[config.mk]
export PLATFORM = sky130hd
export DESIGN_NAME = sync_initiator
export DESIGN_NICKNAME = d
export VERILOG_FILES = /design/src/rtl/sync_initiator.sv
export SDC_FILE = /design/constraint.sdc
export NUM_CORES = 1
export LEC_CHECK = 0
export CORE_AREA = 3 3 126 128
export CTS_BUF_LIST = sky130_fd_sc_hd__clkbuf_8
export CTS_CLUSTER_SIZE = 25
export DETAILED_ROUTE_END_ITERATION = 10
export DIE_AREA = 0 0 129 131
export SLEW_MARGIN = 10
export SYNTH_ARGS = -nofsm -noshare
export SYNTH_HDL_FRONTEND = slang
export SYNTH_SLANG_ARGS = --single-unit
export TNS_END_PERCENT = 30
[constraint.sdc]
create_clock -name clk -period 5.5 [get_ports clk]
set_input_delay 0.825 -clock clk [delete_from_list [all_inputs] [get_ports clk]]
set_output_delay 0.825 -clock clk [all_outputs]
set_load 0.01 [all_outputs]
[src/rtl/sync_initiator.sv]
// Sweep initiator: issues count requests (first, first+1, ...) one at a time to a
// valid/ready responder and accumulates the responses, aborting on a response timeout.
module sync_initiator #(
  parameter int N       = 16,
  parameter int TIMEOUT = 255
) (
  input  logic         clk,
  input  logic         nrst,
  input  logic         start,
  input  logic [N-1:0] first,
  input  logic [N-1:0] count,
  output logic         req_valid,
  input  logic         req_ready,
  output logic [N-1:0] req_data,
  input  logic         resp_valid,
  output logic         resp_ready,
  input  logic [N-1:0] resp_data,
  output logic         busy,
  output logic         done,
  output logic         timeout,
  output logic [N-1:0] last_result,
  output logic [N-1:0] sum,
  output logic [N-1:0] resp_count
);

  localparam int TW = (TIMEOUT < 2) ? 1 : $clog2(TIMEOUT + 1);
  localparam logic [TW-1:0] TIMER_LAST = TW'(TIMEOUT - 1);
  localparam logic [TW-1:0] TIMER_ONE  = TW'(1);
  localparam logic [N-1:0]  ONE        = N'(1);

  typedef enum logic [1:0] {S_IDLE, S_SEND, S_WAIT, S_DONE} state_t;

  state_t        state, state_nxt;
  logic [N-1:0]  op;
  logic [N-1:0]  remaining;
  logic [TW-1:0] timer;

  function automatic logic [N-1:0] wrap_add(input logic [N-1:0] a, input logic [N-1:0] b);
    return a + b;
  endfunction

  always_ff @(posedge clk or negedge nrst) begin
    if (!nrst) state <= S_IDLE;
    else       state <= state_nxt;
  end

  // A response in the final WAIT cycle takes priority over the timeout.
  always_comb begin
    state_nxt = state;
    case (state)
      S_IDLE: if (start) state_nxt = (count != '0) ? S_SEND : S_DONE;
      S_SEND: if (req_ready) state_nxt = S_WAIT;
      S_WAIT: begin
        if (resp_valid)               state_nxt = (remaining == ONE) ? S_DONE : S_SEND;
        else if (timer == TIMER_LAST) state_nxt = S_DONE;
      end
      S_DONE:  state_nxt = S_IDLE;
      default: state_nxt = S_IDLE;
    endcase
  end

  always_comb begin
    req_valid  = 1'b0;
    resp_ready = 1'b0;
    busy       = 1'b0;
    done       = 1'b0;
    case (state)
      S_SEND: begin
        req_valid = 1'b1;
        busy      = 1'b1;
      end
      S_WAIT: begin
        resp_ready = 1'b1;
        busy       = 1'b1;
      end
      S_DONE:  done = 1'b1;
      default: ;
    endcase
  end

  assign req_data = op;

  always_ff @(posedge clk or negedge nrst) begin
    if (!nrst) begin
      op          <= '0;
      remaining   <= '0;
      timer       <= '0;
      timeout     <= 1'b0;
      last_result <= '0;
      sum         <= '0;
      resp_count  <= '0;
    end else begin
      case (state)
        S_IDLE: begin
          if (start) begin
            sum        <= '0;
            resp_count <= '0;
            timeout    <= 1'b0;
            if (count != '0) begin
              op          <= first;
              remaining   <= count;
              last_result <= '0;
            end
          end
        end
        S_SEND: if (req_ready) timer <= '0;
        S_WAIT: begin
          if (resp_valid) begin
            last_result <= resp_data;
            sum         <= wrap_add(sum, resp_data);
            resp_count  <= wrap_add(resp_count, ONE);
            op          <= wrap_add(op, ONE);
            remaining   <= remaining - ONE;
          end else if (timer == TIMER_LAST) begin
            timeout <= 1'b1;
          end else begin
            timer <= timer + TIMER_ONE;
          end
        end
        default: ;
      endcase
    end
  end

endmodule

==> results_dict.tcl <==
set metrics [dict create \
    status "finished clean" \
    yosys-top-cells-count "dfrtp_1 (91), nand2_1 (75), o21ai_0 (54)" \
    relSlewSlack 0.279 \
    wl_per_cell_um 16.4 \
    holdPathStages 2 \
    placedInstanceArea_sq_um 6530 \
    synth-main-ff-cell "dfrtp_1" \
    fin_nets 773 \
    synth-async-reset-ratio 1.00 \
    period_needed_ns 3.50 \
    cp_num_buf_inv 2 \
    cts_num_sinks 91 \
    cp_slowest_cell "or4b_1" \
    yosys_warnings 0 \
    syn_inst 581 \
    crit_cells 8 \
    path_clk_slew_ns 0.08 \
    clk_latency_ns 0.37 \
    antenna-diode-count 0 \
    path_class "in2reg" \
    crit_path_max_fanout 38 \
    post-synth-top-count-cell "dfrtp_1" \
    ff2ff_path_depth 9 \
    synth-seq-cells 91 \
    grt_usage 0.172 \
    syn-cell-area_sq_um 5200 \
    layout_setup_ws_ns 2.00 \
    antenna_found_initial 0 \
    place_ws_ns 1.65 \
    io_buffers 121 \
    dieArea_sq_um 16900 \
    yosysTopAreaCell "dfrtp_1" \
    die_h_um 131 \
    report.final.setup_viol 0 \
    drt-met1-wl_mm 6.60 \
    syn-num-nets 660 \
    p_sw_frac 0.440 \
    syn_to_final_growth_pct 29.2 \
    ctsRootBufferMaster "clkbuf_8" \
    seq_area_frac_synth 0.438 \
    hold_class "reg2reg" \
    cpPeakStageDelay_ns 0.54 \
    post_cts_buffers 0 \
    wl_met2_mm 6.81 \
    dr.first_iter.drc_count 247 \
    top_layer "met4" \
    drv_cap 0 \
    synth_area_leaders "dfrtp_1 (44%), ha_1 (6.0%), nand2_1 (5.4%)" \
    start_util 0.347 \
    yosys.area.top_type_share 0.438 \
    die_w_um 129 \
    layout-drive-gt1-share 0.0443 \
    setup_tns_ns 0 \
    yosysUniqueCellTypes 52 \
    power.leakage_uw 0.00285 \
    num_vias 4697 \
    core_area_sq_um 15000 \
    period_share 0.637 \
    grt_start_max_net_pins 53 \
    cp-start-kind "primary input" \
    intPower_uw 1910 \
    cts_buffers 9 \
    grt_pass1_vias 4630 \
    ioPinCount 122 \
    dr.pass1.iters 5 \
    critical-path-top-delay-family "simple AND/OR/NAND/NOR gates" \
    switchingPower_uw 1500 \
    viasPerCell 5.30 \
    peakVddDrop_mv 0.233 \
    cp.required_ns 5.79 \
    ctsResizeCount 0 \
    routed_wl_mm 14.5 \
    path_cells "clkdlybuf4s50_1, or4b_1, or4_4, and2_2, buf_4, nand2b_4, o22ai_1, a21oi_1" \
    hold_buffers 0 \
    multiInputGateArea_sq_um 2730 \
    endpoint_kind "register" \
    drv_slew 0 \
    grt_pass1_wl_mm 23.1 \
    worst_ep_arrival_time_ns 3.80 \
    drc_errors 0 \
    p_per_area_nw_per_um2 507 \
    clock.fmax_ghz 0.286 \
    ant_nets 0 \
    rsz0062_at_grt "no" \
    gr-total-overflow 0 \
    rows 45 \
    worstMarginPinSlew_ns 1.08 \
    final_area_sq_um 6710 \
    synth_edf_count 0 \
    h-tree-depth 3 \
    pwr-share-comb 0.527 \
    cts_tree "built" \
    seq_area_sq_um 2280 \
    fin_skew_ns 0.0102 \
    power_frac_clock 0.126 \
    hpwlAfterDp_mm 10.4 \
    route.met3.wl_um 985 \
    clock_path_buffers 2 \
    hold_violations 0 \
    seqPwrFrac 0.347 \
    place.gp.congestion 0.826 \
    fillers 1451 \
    synth_area_per_cell_sq_um 8.94 \
]
[cell type report]
| cell class | instances | area share |
|---|---|---|
| multi-input cells | 454 | 0.407 |
| well taps | 188 | 0.0350 |
| clock buffers | 11 | 0.0225 |
| inverters | 13 | 0.00727 |
| repair buffers | 125 | 0.184 |
| flip-flops and latches | 91 | 0.339 |
| clock inverters | 5 | 0.00429 |
[tightest hold or removal path, cell delays in order, from the launching register on]
cell	delay (ns)
dfrtp_1	0.35
nand2_1	0.05
nand2_1	0.05
[sequential cells by signal, indices dropped and copies added (netlist names)]
| register | flops |
|---|---|
| sum | 16 |
| timeout | 1 |
| remaining | 16 |
| timer | 8 |
| last_result | 16 |
| state | 2 |
| resp_count | 16 |
| req_data | 16 |
[placed cells by master (no fill, tap or decap), types with 5 or more instances in the layout]
cell / Yosys / final
and3_1: 12 / 12
nand4_1: 13 / 13
o22ai_1: 28 / 28
xnor2_1: 11 / 11
nand2_1: 75 / 75
a21oi_1: 40 / 40
nor3_1: 14 / 14
nor2_1: 41 / 41
clkbuf_8: 0 / 11
clkdlybuf4s50_1: 0 / 120
mux2i_1: 7 / 7
nand3_1: 48 / 48
ha_1: 25 / 24
buf_4: 0 / 5
o21ai_0: 54 / 54
xor2_1: 21 / 21
dfrtp_1: 91 / 91
inv_1: 13 / 14
[per-stage QoR]
step                       util  power (uW)  cells  hold slack [ns]
after floorplan               -        2310    581            0.500
after global routing      0.448        3710    887            0.505
after detailed placement  0.436        2990    871            0.460
after CTS                 0.448        3440    887            0.480
after global placement    0.436        2940    871            0.454
final                     0.448        3400    887            0.474
[final timing paths]
check | start | end | slack [ns]
max reg2reg | state[1]$_DFFE_PN0P_ | req_data[15]$_DFFE_PN0P_ | 2.13
min in group asynchronous | nrst | req_data[10]$_DFFE_PN0P_ | 0.49
min | last_result[1]$_DFFE_PN0P_ | last_result[1]$_DFFE_PN0P_ | 0.47
max | count[13] | req_data[15]$_DFFE_PN0P_ | 2.00
max in group asynchronous | nrst | resp_count[7]$_DFFE_PN0P_ | 4.00
min reg2reg | last_result[1]$_DFFE_PN0P_ | last_result[1]$_DFFE_PN0P_ | 0.47
[logic make-up (layout without fill, tap and decap cells)]
group,count (synthesis),in the layout,share of synthesized area
xor+xnor,32,32,0.0539
compound gates,155,155,0.177
buf+inv,36,154,0.0364
simple gates,233,233,0.215
fa+ha+maj,26,26,0.0641
flops,91,91,0.438
mux,8,8,0.0157
[metal layers]
| layer | GRT usage | vias to the layer above |
|---|---|---|
| met1 | 0.221 | 2232 |
| met4 | 0.0377 | 0 |
| met3 | 0.0622 | 11 |
| met5 | 0 | - |
| li1 | - | 2333 |
| met2 | 0.280 | 121 |
[power by group through the flow]
stage	registers (uW)	logic [uW]	clock network, uW
global route	1230	2000	474
floorplan	1210	1100	0
finish	1180	1790	427
detailed placement	1190	1800	0
CTS	1180	1810	447
global placement	1180	1760	0
Note: power is estimated with default switching activity, not from simulation.
